`config.mk`:
```
export PLATFORM = sky130hd
export DESIGN_NAME = maquina_ctrl_n_flat
export DESIGN_NICKNAME = d
export VERILOG_FILES = /design/src/rtl/maquina_ctrl_n_if.sv /design/src/rtl/maquina_ctrl_n.sv /design/src/flat_wrapper.sv
export SDC_FILE = /design/constraint.sdc
export NUM_CORES = 1
export LEC_CHECK = 0
export CAP_MARGIN = 20
export CORE_MARGIN = 8
export CORE_UTILIZATION = 40
export DETAILED_ROUTE_END_ITERATION = 8
export GPL_TIMING_DRIVEN = 0
export PLACE_DENSITY = 0.73
export SYNTH_ARGS = -nofsm -noshare
export SYNTH_HDL_FRONTEND = slang
export SYNTH_SLANG_ARGS = --single-unit
```
`constraint.sdc`:
```
create_clock -name clk -period 4 [get_ports clk]
set_input_delay 0.8 -clock clk [delete_from_list [all_inputs] [get_ports clk]]
set_output_delay 0.8 -clock clk [all_outputs]
set_load 0.01 [all_outputs]
```
`src/rtl/maquina_ctrl_n_if.sv`:
```
// Control/status bundle of the FIFO-monitoring controller.
// The master side drives requests, thresholds and FIFO flags and observes
// the latched thresholds and status; the slave side is the controller itself.
interface maquina_ctrl_n_if #(
    parameter int N_FIFOS  = 5,
    parameter int N_CLASES = 3,
    parameter int UW       = 5,
    parameter int CNT_W    = 4
);
    logic                      init;
    logic                      err_clr;
    logic [N_CLASES*UW-1:0]    umbral_alto;
    logic [N_CLASES*UW-1:0]    umbral_bajo;
    logic [N_FIFOS-1:0]        fifo_empties;
    logic [N_FIFOS-1:0]        fifo_errors;

    logic [N_CLASES*UW-1:0]    umbral_alto_int;
    logic [N_CLASES*UW-1:0]    umbral_bajo_int;
    logic                      idle_out;
    logic                      active_out;
    logic                      error_out;
    logic [N_FIFOS-1:0]        errors_out;
    logic                      cfg_err;
    logic [CNT_W-1:0]          err_count;
    logic [2:0]                state_out;

    modport master (
        output init, err_clr, umbral_alto, umbral_bajo, fifo_empties, fifo_errors,
        input  umbral_alto_int, umbral_bajo_int, idle_out, active_out, error_out,
               errors_out, cfg_err, err_count, state_out
    );

    modport slave (
        input  init, err_clr, umbral_alto, umbral_bajo, fifo_empties, fifo_errors,
        output umbral_alto_int, umbral_bajo_int, idle_out, active_out, error_out,
               errors_out, cfg_err, err_count, state_out
    );
endinterface

```
`src/rtl/maquina_ctrl_n.sv`:
```
// FIFO-monitoring controller: latches per-class thresholds, tracks whether
// the monitored FIFOs are idle or active, and traps FIFO or threshold faults
// in an ERROR state with a sticky error vector and a saturating entry count.
//
// state  | meaning
// RESET  | one-cycle start-up state after reset
// INIT   | thresholds loaded every cycle; validated on exit
// IDLE   | all FIFOs empty
// ACTIVE | some FIFO non-empty, or waiting out the idle delay
// ERROR  | FIFO error or bad thresholds; waits for err_clr with no errors
module maquina_ctrl_n #(
    parameter int N_FIFOS  = 5,
    parameter int N_CLASES = 3,
    parameter int UW       = 5,
    parameter int IDLE_DLY = 1,
    parameter int CNT_W    = 4
) (
    input  logic              clk,
    input  logic              reset,
    maquina_ctrl_n_if.slave   bus
);

    typedef enum logic [2:0] {
        S_RESET  = 3'd0,
        S_INIT   = 3'd1,
        S_IDLE   = 3'd2,
        S_ACTIVE = 3'd3,
        S_ERROR  = 3'd4
    } state_t;

    // 8 bits covers the full 1..255 idle-delay range; the counter never
    // passes IDLE_DLY-1 because reaching it forces the move to IDLE.
    localparam logic [7:0] DLY_LAST = 8'(IDLE_DLY - 1);

    state_t                   state;
    logic [N_CLASES*UW-1:0]   alto_q;
    logic [N_CLASES*UW-1:0]   bajo_q;
    logic [7:0]               dly_cnt;
    logic [N_FIFOS-1:0]       err_vec;
    logic                     cfg_q;
    logic [CNT_W-1:0]         cnt_q;

    logic                     cfg_bad;
    logic                     any_err;
    logic                     all_empty;
    logic [CNT_W-1:0]         cnt_inc;

    // Threshold sanity check on the values being loaded this cycle.
    always_comb begin
        cfg_bad = 1'b0;
        for (int k = 0; k < N_CLASES; k++) begin
            if (bus.umbral_alto[k*UW +: UW] < bus.umbral_bajo[k*UW +: UW]) begin
                cfg_bad = 1'b1;
            end
        end
    end

    assign any_err   = |bus.fifo_errors;
    assign all_empty = &bus.fifo_empties;
    assign cnt_inc   = (cnt_q == {CNT_W{1'b1}}) ? cnt_q : cnt_q + 1'b1;

    // Main sequencer: state, thresholds, idle delay and error bookkeeping.
    always_ff @(posedge clk) begin
        if (!reset) begin
            state   <= S_RESET;
            alto_q  <= '0;
            bajo_q  <= '0;
            dly_cnt <= '0;
            err_vec <= '0;
            cfg_q   <= 1'b0;
            cnt_q   <= '0;
        end else begin
            case (state)
                S_RESET: begin
                    state <= S_INIT;
                end
                S_INIT: begin
                    alto_q <= bus.umbral_alto;
                    bajo_q <= bus.umbral_bajo;
                    if (!bus.init) begin
                        if (cfg_bad) begin
                            state   <= S_ERROR;
                            err_vec <= bus.fifo_errors;
                            cfg_q   <= 1'b1;
                            cnt_q   <= cnt_inc;
                        end else begin
                            state <= S_IDLE;
                        end
                    end
                end
                S_IDLE: begin
                    if (bus.init) begin
                        state <= S_INIT;
                    end else if (any_err) begin
                        state   <= S_ERROR;
                        err_vec <= bus.fifo_errors;
                        cnt_q   <= cnt_inc;
                    end else if (!all_empty) begin
                        state   <= S_ACTIVE;
                        dly_cnt <= '0;
                    end
                end
                S_ACTIVE: begin
                    if (bus.init) begin
                        state <= S_INIT;
                    end else if (any_err) begin
                        state   <= S_ERROR;
                        err_vec <= bus.fifo_errors;
                        cnt_q   <= cnt_inc;
                    end else if (!all_empty) begin
                        dly_cnt <= '0;
                    end else if (dly_cnt == DLY_LAST) begin
                        state   <= S_IDLE;
                        dly_cnt <= '0;
                    end else begin
                        dly_cnt <= dly_cnt + 8'd1;
                    end
                end
                S_ERROR: begin
                    if (bus.err_clr && !any_err) begin
                        state   <= S_INIT;
                        err_vec <= '0;
                        cfg_q   <= 1'b0;
                    end else begin
                        err_vec <= err_vec | bus.fifo_errors;
                    end
                end
                default: begin
                    state <= S_RESET;
                end
            endcase
        end
    end

    assign bus.umbral_alto_int = alto_q;
    assign bus.umbral_bajo_int = bajo_q;
    assign bus.idle_out        = (state == S_IDLE);
    assign bus.active_out      = (state == S_ACTIVE);
    assign bus.error_out       = (state == S_ERROR);
    assign bus.state_out       = state;
    assign bus.errors_out      = err_vec;
    assign bus.cfg_err         = cfg_q;
    assign bus.err_count       = cnt_q;

endmodule

```
`src/flat_wrapper.sv`:
```
// flat-port wrapper written by rule: the top's interface ports become plain ports
module maquina_ctrl_n_flat 
#(
    parameter int N_FIFOS  = 5,
    parameter int N_CLASES = 3,
    parameter int UW       = 5,
    parameter int IDLE_DLY = 1,
    parameter int CNT_W    = 4
)
  (clk, reset, bus_init, bus_err_clr, bus_umbral_alto, bus_umbral_bajo, bus_fifo_empties, bus_fifo_errors, bus_umbral_alto_int, bus_umbral_bajo_int, bus_idle_out, bus_active_out, bus_error_out, bus_errors_out, bus_cfg_err, bus_err_count, bus_state_out);
  maquina_ctrl_n_if #(.N_FIFOS(N_FIFOS), .N_CLASES(N_CLASES), .UW(UW), .CNT_W(CNT_W)) bus_i ();
  input  logic clk;
  input  logic reset;
  input wire logic [$bits(bus_i.init)-1:0] bus_init;
  input wire logic [$bits(bus_i.err_clr)-1:0] bus_err_clr;
  input wire logic [$bits(bus_i.umbral_alto)-1:0] bus_umbral_alto;
  input wire logic [$bits(bus_i.umbral_bajo)-1:0] bus_umbral_bajo;
  input wire logic [$bits(bus_i.fifo_empties)-1:0] bus_fifo_empties;
  input wire logic [$bits(bus_i.fifo_errors)-1:0] bus_fifo_errors;
  output wire logic [$bits(bus_i.umbral_alto_int)-1:0] bus_umbral_alto_int;
  output wire logic [$bits(bus_i.umbral_bajo_int)-1:0] bus_umbral_bajo_int;
  output wire logic [$bits(bus_i.idle_out)-1:0] bus_idle_out;
  output wire logic [$bits(bus_i.active_out)-1:0] bus_active_out;
  output wire logic [$bits(bus_i.error_out)-1:0] bus_error_out;
  output wire logic [$bits(bus_i.errors_out)-1:0] bus_errors_out;
  output wire logic [$bits(bus_i.cfg_err)-1:0] bus_cfg_err;
  output wire logic [$bits(bus_i.err_count)-1:0] bus_err_count;
  output wire logic [$bits(bus_i.state_out)-1:0] bus_state_out;
  assign bus_i.init = bus_init;
  assign bus_i.err_clr = bus_err_clr;
  assign bus_i.umbral_alto = bus_umbral_alto;
  assign bus_i.umbral_bajo = bus_umbral_bajo;
  assign bus_i.fifo_empties = bus_fifo_empties;
  assign bus_i.fifo_errors = bus_fifo_errors;
  assign bus_umbral_alto_int = bus_i.umbral_alto_int;
  assign bus_umbral_bajo_int = bus_i.umbral_bajo_int;
  assign bus_idle_out = bus_i.idle_out;
  assign bus_active_out = bus_i.active_out;
  assign bus_error_out = bus_i.error_out;
  assign bus_errors_out = bus_i.errors_out;
  assign bus_cfg_err = bus_i.cfg_err;
  assign bus_err_count = bus_i.err_count;
  assign bus_state_out = bus_i.state_out;
  maquina_ctrl_n #(.N_FIFOS(N_FIFOS), .N_CLASES(N_CLASES), .UW(UW), .IDLE_DLY(IDLE_DLY), .CNT_W(CNT_W)) u_core (.clk(clk), .reset(reset), .bus(bus_i));
endmodule
```
Word level (Yosys, flattened, before mapping)
Cells that the tools add are included.
Storage, ports and cells
  register bits: 51
  output and inout port bits: 46
  logic and storage cells: 85
  bits of input ports: 44
Operators by class
  eq/ne operators: 18
  bitwise logic cells: 1
  mux-type cells: 38
  add/subtract/negate cells: 2
  reduce and logical (&&, ||, !) cells: 16
  magnitude comparators: 3
Operators by type and width (number)
  2-to-1 mux 8 bit: 7
  2-to-1 mux 3 bit: 10
  2-to-1 mux 5 bit: 5
  2-to-1 mux 4 bit: 5
  AND reduction 5 bit: 4
  one-hot mux 8 bit (2 select lines): 1
  less-than comparator 5 bit: 3
  one-hot mux 3 bit (5 select lines): 1
  one-hot mux 5 bit (3 select lines): 1
  != test 2 bit, second input constant: 7
  adder 8 x 1 -> 8 bit, second input constant: 1
  zero test 8 bit: 1
  != test 4 x 2 -> 1 bit, second input constant: 2
  one-hot mux 4 bit (2 select lines): 1
  == test 3 x 2 -> 1 bit, second input constant: 2
  2-to-1 mux 1 bit: 6
  != test 2 x 1 -> 1 bit, second input constant: 3
  AND reduction 6 bit: 1
  nonzero test 2 bit: 3
  OR 5 bit: 1
  OR reduction 5 bit: 1
  adder 4 x 1 -> 4 bit, second input constant: 1
  == test 4 bit, second input constant: 1
  != test 4 x 3 -> 1 bit, second input constant: 1
  9 further kinds: 9

Depth between registers and ports, before layout
Gate-level depths: netlist of the first run.
  word-level depth: 7
  gate-level depth with buffers: 8
  depth with buffers taken out: 8

Worst setup path before layout of the first run
Ideal clock, no wire load.
  path kind: in2reg
  start: input port bus_fifo_errors[1]
  end: register u_core.dly_cnt[6]
  slack: 1.670 ns
  data arrival time: 2.200 ns
  library setup time: 0.130 ns
  required time: 3.870 ns
  buffers on the path: 0
  stages: 6
  path through: or4_4 > nor4_4 > a21boi_4 > nand4_1 > xor2_1 > nor2_2
On the way
  cells in the longest elaborated chain, start to end: 3
  elaborated cells between the ends (all ways): 4
RTL lines
  start: declaration: line flat_wrapper.sv:19  | input wire logic [$bits(bus_i.fifo_errors)-1:0] bus_fifo_errors;
  OR reduction 5 bit (*): line maquina_ctrl_n.sv:58  | assign any_err = |bus.fifo_errors;
  != test 2 bit (no line)
  AND reduction 6 bit (no line) (*)
  end signal: assignment: line maquina_ctrl_n.sv:116  | dly_cnt <= dly_cnt + 8'd1;
  end: declaration: line maquina_ctrl_n.sv:38  | logic [7:0] dly_cnt;
Mark *: on every way between the ends. The rest lies on a longest branch, timed or not.
A chain may end at the register's enable or synchronous reset.

Worst setup path in the final report of the first run
  start: register u_core.state[0], in the netlist u_core.bus.state_out[0]
  end: output port bus_error_out
On the way
  cells in the longest elaborated chain, start to end: 1
RTL lines
  start: declaration: line maquina_ctrl_n.sv:35  | state_t state;
  start signal: assignment: line maquina_ctrl_n.sv:65  | state <= S_RESET;
  start signal: assignment: line maquina_ctrl_n.sv:75  | state <= S_INIT;
  start signal: assignment: line maquina_ctrl_n.sv:82  | state <= S_ERROR;
  == test 3 bit: line maquina_ctrl_n.sv:139  | assign bus.error_out = (state == S_ERROR);
  end: declaration: line flat_wrapper.sv:24  | output wire logic [$bits(bus_i.error_out)-1:0] bus_error_out;
No other way between the ends.

==> results of run 1 <==
==> cell families (layout without fill, tap and decap cells) <==
logic type / Yosys count / after routing
adder cells (fa/ha/maj): 15 / 15
multiplexers: 4 / 4
AO/OA/AOI/OAI: 73 / 73
flip-flops: 51 / 51
AND/OR/NAND/NOR: 123 / 123
buffers and inverters: 30 / 127
XOR/XNOR: 6 / 6
==> worst max-delay path, stage by stage, from the launching register on <==
cell	delay [ps]
dfxtp_1	370
buf_2	200
nor3_1	510
clkdlybuf4s50_1	660
==> where the power goes <==
group / leakage (nW) / total, W / internal (W) / switching (W)
combinational: 0.902 / 0.000356 / 0.000181 / 0.000176
sequential: 0.417 / 0.000584 / 0.000555 / 0.0000289
clock: 0.0515 / 0.000319 / 0.000158 / 0.000161
==> metal layers <==
metal	wire length [um]	track usage, %	vias to the layer above
met1	3120	19.8	1082
met3	482	3.25	8
met2	3080	23.7	83
met4	118	5.68	0
met5	0	0	-
li1	-	-	1225
==> state kept, by name, indices dropped and copies added (netlist names) <==
name / cells
u_core.bus.errors_out: 5
u_core.dly_cnt: 8
u_core.bus.cfg_err: 1
u_core.bus.state_out: 3
u_core.bus.err_count: 4
u_core.bus.umbral_alto_int: 15
u_core.bus.umbral_bajo_int: 15
==> per-stage QoR <==
step | hold slack (ps) | utilization (%)
after floorplan | 453 | -
after global placement | 441 | 58.2
after detailed placement | 447 | 58.2
after CTS | 460 | 59.8
after global routing | 478 | 59.8
final | 458 | 59.8
==> area by class of cell <==
cell class	instances	area share [%]
Timing Repair Buffer	89	25.1
Sequential cell	51	28.8
Clock buffer	8	2.82
Multi-Input combinational cell	221	37.4
Tap cell	75	2.65
Buffer	12	1.31
Inverter	18	1.91
==> final timing paths <==
check / start / endpoint / slack [ps]
setup / recovery: u_core.bus.state_out[0]$_SDFFE_PN0P_ / bus_error_out / 1160
hold / removal: u_core.bus.umbral_alto_int[0]$_SDFFE_PN0P_ / u_core.bus.umbral_alto_int[0]$_SDFFE_PN0P_ / 460
setup reg to reg: u_core.bus.state_out[1]$_SDFFE_PN0P_ / u_core.dly_cnt[3]$_SDFFE_PN0P_ / 1840
hold reg to reg: u_core.bus.umbral_alto_int[0]$_SDFFE_PN0P_ / u_core.bus.umbral_alto_int[0]$_SDFFE_PN0P_ / 460
==> cells in the mapped netlist (5+ instances only) <==
| library cell | number | area (sq um) |
|---|---|---|
| ha_1 | 15 | 188 |
| dfxtp_1 | 51 | 1020 |
| a21oi_1 | 41 | 205 |
| a22o_1 | 5 | 43.8 |
| nand2_1 | 78 | 293 |
| nor2_1 | 12 | 45.0 |
| o21ai_0 | 5 | 25.0 |
| nand3_1 | 7 | 35.0 |
| clkbuf_1 | 11 | 41.3 |
| inv_1 | 18 | 67.6 |
==> flow_metrics.env, run 1 <==
export IMPL_worstHoldPathType="flop to flop"
export IMPL_antennaDiodeCount=0
export IMPL_dr_pass1_iters=4
export IMPL_area_growth_pct=44.1
export IMPL_synth_xor_area_share_pct=2.14
export IMPL_yosys_area_share_adder_pct=7.63
export IMPL_synth_mux_area_share_pct=1.63
export IMPL_synth_edf_count=0
export IMPL_place_area_sq_mm=0.00344
export IMPL_worst_setup_path_type="flop to primary output"
export IMPL_die_h_um=94.4
export IMPL_rows=28
export IMPL_layout_commonest_cell="clkdlybuf4s50_1"
export IMPL_cts_tree="yes"
export IMPL_core_area_sq_mm=0.00592
export IMPL_relSlewSlack_pct=55.0
export IMPL_synth_cell_types=43
export IMPL_io_buffers=89
export IMPL_hold_buffers=0
export IMPL_gp_congestion=0.849
export IMPL_cts_path_max_buffers=2
export IMPL_cp_end_kind="primary output"
export IMPL_ant_nets=0
export IMPL_postCtsSetupBuffers=0
export IMPL_final_cells=474
export IMPL_syn_area_per_cell_sq_um=8.14
export IMPL_required_ps=3200
export IMPL_place_hpwl_um=5410
export IMPL_ys_ff_latch=51
export IMPL_wire_per_inst_um=14.4
export IMPL_die_w_um=94.4
export IMPL_synth_area_sq_mm=0.00246
export IMPL_grt_use_total_pct=15.1
export IMPL_drt_wl_total_um=6810
export IMPL_fin_nets=457
export IMPL_ctsResizeCount=0
export IMPL_yosysSeqAreaShare_pct=41.5
export IMPL_numCtsBuffers=5
export IMPL_seqCellArea_sq_mm=0.00102
export IMPL_whs_path_depth=2
export IMPL_multi_input_area_sq_mm=0.00132
export IMPL_layout_common_cells="89 x clkdlybuf4s50_1, 78 x nand2_1, 51 x dfxtp_1"
export IMPL_maxCapViolCount=0
export IMPL_clk_pin_slew_ps=90
export IMPL_fillCellCount=553
export IMPL_fin_worst_skew_ps=5.29
export IMPL_setup_viol=0
export IMPL_stdcell_area_sq_mm=0.00354
export IMPL_synthArstFlopShare_pct=0
export IMPL_drive_gt1_share_pct=5.26
export IMPL_synth_simple_area_share_pct=23.2
export IMPL_root_buffer="clkbuf_8"
export IMPL_num_vias=2398
export IMPL_r2r_cells=6
export IMPL_rsz0062_at_grt="no"
export IMPL_critPathLaunchType="flop"
export IMPL_clock_latency_ps=300
export IMPL_grt_pass1_wl_um=10900
export IMPL_synth_top_family_by_area="simple AND/OR/NAND/NOR gates"
export IMPL_finalHoldViolCount=0
export IMPL_ir_drop_mv=0.187
export IMPL_worst_pin_slew_ps=674
export IMPL_total_leakage_power_nw=1.37
export IMPL_fin_crit_sh_pct=71.1
export IMPL_status="completed"
export IMPL_initialDrtViolationCount=87
export IMPL_min_period_ps=2840
export IMPL_clock_sinks=51
export IMPL_grt_max_degree=15
export IMPL_drcViolationCount=0
export IMPL_clock_fmax_mhz=352
export IMPL_drv_slew=0
export IMPL_syn_nets=361
export IMPL_grt_antenna_before_repair=0
export IMPL_cp_data_arrival_time_ps=2040
export IMPL_placed_cells=466
export IMPL_viasPerCell=5.06
export IMPL_dieArea_sq_mm=0.00891
export IMPL_grt_overflow_total=0
export IMPL_initial_utilization_pct=41.5
export IMPL_grt_pass1_vias=2277
export IMPL_synth_compound_area_share_pct=19.2
export IMPL_dominantRegCellSynth="dfxtp_1"
export IMPL_netlist_instances=302
export IMPL_total_power_w=0.00126
export IMPL_finalSetupTns_ps=0
export IMPL_final_setup_worst_slack_ps=1160
export IMPL_yosys_warnings=0
export IMPL_htree_levels=2
export IMPL_cellPowerDensity_mw_per_mm2=355
export IMPL_worst_path_max_fanout=10
export IMPL_pin_count=90
export IMPL_dp_slack_ps=854
Power figures use the tool's default switching activity.
==> run 2: changes to the inputs <==
--- a/config.mk
+++ b/config.mk
@@ -10,7 +10,7 @@
 export CORE_UTILIZATION = 40
 export DETAILED_ROUTE_END_ITERATION = 8
 export GPL_TIMING_DRIVEN = 0
-export PLACE_DENSITY = 0.73
+export PLACE_DENSITY = 0.76
 export SYNTH_ARGS = -nofsm -noshare
 export SYNTH_HDL_FRONTEND = slang
 export SYNTH_SLANG_ARGS = --single-unit
==> constraint.sdc (replaced) <==
create_clock -name clk -period 2.5 [get_ports clk]
set_input_delay 0.5 -clock clk [delete_from_list [all_inputs] [get_ports clk]]
set_output_delay 0.5 -clock clk [all_outputs]
set_load 0.01 [all_outputs]
==> run 2 against run 1 <==
Net effect: design area increased by 0.85%; worst hold slack got worse by 1.3 ps; setup slack got worse by 1100 ps; clock power increased by 86%; combinational power increased by 63%; total power increased by 67%; non-clock buffer count decreased by 1; sequential power increased by 60%; flip-flop and latch count unchanged; final cell count decreased by 0.21%; largest cell class unchanged.
==> flow_metrics.env, run 2 (same netlist as run 1, synthesis figures left out) <==
export IMPL_cp_end_kind="flop"
export IMPL_viasPerCell=5.05
export IMPL_rr_startpoint="u_core.dly_cnt[0]$_SDFFE_PN0P_"
export IMPL_seqPwrFrac_pct=44.3
export IMPL_drv_slew=0
export IMPL_layout_commonest_cell="clkdlybuf4s50_1"
export IMPL_dr_pass1_iters=4
export IMPL_num_vias=2388
export IMPL_place_hpwl_um=5550
export IMPL_layout_common_cells="89 x clkdlybuf4s50_1, 78 x nand2_1, 51 x dfxtp_1"
export IMPL_fin_worst_skew_ps=2.76
export IMPL_relSlewSlack_pct=55.8
export IMPL_r2r_end="u_core.bus.errors_out[0]$_SDFFE_PN0P_"
export IMPL_numCtsBuffers=5
export IMPL_place_area_sq_mm=0.00344
export IMPL_htree_levels=2
export IMPL_ant_nets=0
export IMPL_clock_fmax_mhz=417
export IMPL_postCtsSetupBuffers=0
export IMPL_die_h_um=94.4
export IMPL_fin_crit_sh_pct=96.0
export IMPL_status="completed"
export IMPL_rows=28
export IMPL_path_cells="clkdlybuf4s50_1, inv_1, ha_1, nand2_1, o21ai_0, nand3_1, a211oi_4, o21ai_4, a22o_1"
export IMPL_grt_use_total_pct=15.6
export IMPL_cellPowerDensity_mw_per_mm2=589
export IMPL_clkPwrFrac_pct=28.1
export IMPL_clock_sinks=51
export IMPL_io_buffers=89
export IMPL_core_area_sq_mm=0.00592
export IMPL_initial_utilization_pct=41.5
export IMPL_p_sw_w=0.000603
export IMPL_worst_pin_slew_ps=660
export IMPL_critPathLaunchType="input port"
export IMPL_slowest_delay_ps=500
export IMPL_cp_data_arrival_time_ps=2600
export IMPL_worst_setup_path_type="input port to flop"
export IMPL_cts_tree="yes"
export IMPL_reg2reg_slack_ps=440
export IMPL_required_ps=2700
export IMPL_worstPathBufferInverterCount=2
export IMPL_comb_power_share_pct=27.6
export IMPL_setup_worst_path_start="bus_umbral_bajo[12]"
export IMPL_cpMaxStageDelayCell="clkdlybuf4s50_1"
export IMPL_ir_drop_mv=0.355
export IMPL_finalHoldViolCount=0
export IMPL_worst_path_max_fanout=7
export IMPL_clk_pin_slew_ps=90
export IMPL_initialDrtViolationCount=108
export IMPL_drcViolationCount=0
export IMPL_dieArea_sq_mm=0.00891
export IMPL_pin_count=90
export IMPL_fin_nets=456
export IMPL_worstHoldPathType="flop to flop"
export IMPL_total_power_w=0.00211
export IMPL_root_buffer="clkbuf_8"
export IMPL_total_leakage_power_nw=1.38
export IMPL_grt_overflow_total=0
export IMPL_grt_antenna_before_repair=0
export IMPL_fillCellCount=547
export IMPL_endpoint="u_core.bus.errors_out[0]$_SDFFE_PN0P_"
export IMPL_antennaDiodeCount=0
export IMPL_maxCapViolCount=0
export IMPL_grt_pass1_wl_um=11100
export IMPL_drive_gt1_share_pct=6.03
export IMPL_intPower_w=0.00150
export IMPL_setup_viol=0
export IMPL_clock_latency_ps=300
export IMPL_area_growth_pct=45.3
export IMPL_wire_per_inst_um=14.7
export IMPL_grt_pass1_vias=2392
export IMPL_drt_wl_total_um=6950
export IMPL_gp_congestion=0.811
export IMPL_cp_depth=9
export IMPL_min_period_ps=2400
export IMPL_r2r_cells=8
export IMPL_grt_max_degree=16
export IMPL_stdcell_area_sq_mm=0.00357
export IMPL_p_sw_share_pct=28.6
export IMPL_die_w_um=94.4
export IMPL_path_delay_family="compound AO/OA/AOI/OAI gates"
export IMPL_cts_path_max_buffers=2
## run 2: what timing repair did
| item | CTS | global route |
|---|---|---|
| pin swaps | 0 | 0 |
| hold buffers | 0 | 0 |
| setup endpoints to repair | 1 | 19 |
| resized for setup | 1 | 2 |
## run 2: through the flow
step	setup TNS (ps)	util, %	instances	worst slack (ps)	hold WS, ps
2_1_floorplan	0	-	302	470	453
3_3_place_gp	-4650	58.2	466	-315	441
3_5_place_dp	-4650	58.2	466	-317	446
4_1_cts	0	60.2	474	9.26	460
5_1_grt	-45.1	60.4	473	-7.82	477
6_report	0	60.4	473	99.8	457
## run 2: metal layers
layer / routed length [um] / track usage [%] / part of all wire (%) / vias up
met1: 2990 / 17.9 / 43 / 1085
met4: 137 / 6.74 / 2.0 / 0
met5: 0 / 0 / 0 / -
met3: 418 / 3.49 / 6.0 / 11
met2: 3400 / 26.9 / 49 / 67
li1: - / - / - / 1225
## run 2: worst register-to-register path: cells and delay by family (launching register included)
kind                       cells  cell delay (ps)
adders and majority gates      1              130
and+or+nand+nor                3              900
buffers and inverters          1               80
AOI/OAI and AO/OA              3              550
DFF                            1              340
## run 2: how the worst min path moves through the flow
stage / start / end / slack (ps) / cells past startpoint
after floorplan: u_core.dly_cnt[1]$_SDFFE_PN0P_ / u_core.dly_cnt[1]$_SDFFE_PN0P_ / 450 / 2
after global placement: u_core.bus.umbral_alto_int[0]$_SDFFE_PN0P_ / u_core.bus.umbral_alto_int[0]$_SDFFE_PN0P_ / 440 / 2
after detailed placement: u_core.bus.umbral_alto_int[13]$_SDFFE_PN0P_ / u_core.bus.umbral_alto_int[13]$_SDFFE_PN0P_ / 450 / 2
after CTS: u_core.bus.umbral_alto_int[13]$_SDFFE_PN0P_ / u_core.bus.umbral_alto_int[13]$_SDFFE_PN0P_ / 460 / 2
after global routing: u_core.bus.umbral_bajo_int[10]$_SDFFE_PN0P_ / u_core.bus.umbral_bajo_int[10]$_SDFFE_PN0P_ / 480 / 2
final: u_core.bus.umbral_bajo_int[3]$_SDFFE_PN0P_ / u_core.bus.umbral_bajo_int[3]$_SDFFE_PN0P_ / 460 / 2
## run 2: area by class of cell
class	instances	area (sq um)	share of cell area, %
sequential	51	1020	28.6
clock inverter	2	35.0	0.980
buffer	11	42.5	1.19
clock buffer	6	82.6	2.31
timing repair buffer	89	891	24.9
tap	75	93.8	2.63
inverter	18	67.6	1.89
multi-input combinational	221	1340	37.5
## run 2: power groups by stage
| stage | clock network (W) | registers, W | logic (W) |
|---|---|---|---|
| floorplan | 0 | 0.000984 | 0.000239 |
| global placement | 0 | 0.000950 | 0.000568 |
| detailed placement | 0 | 0.000952 | 0.000578 |
| CTS | 0.000610 | 0.000933 | 0.000583 |
| global route | 0.000638 | 0.000942 | 0.000639 |
| finish | 0.000593 | 0.000933 | 0.000580 |
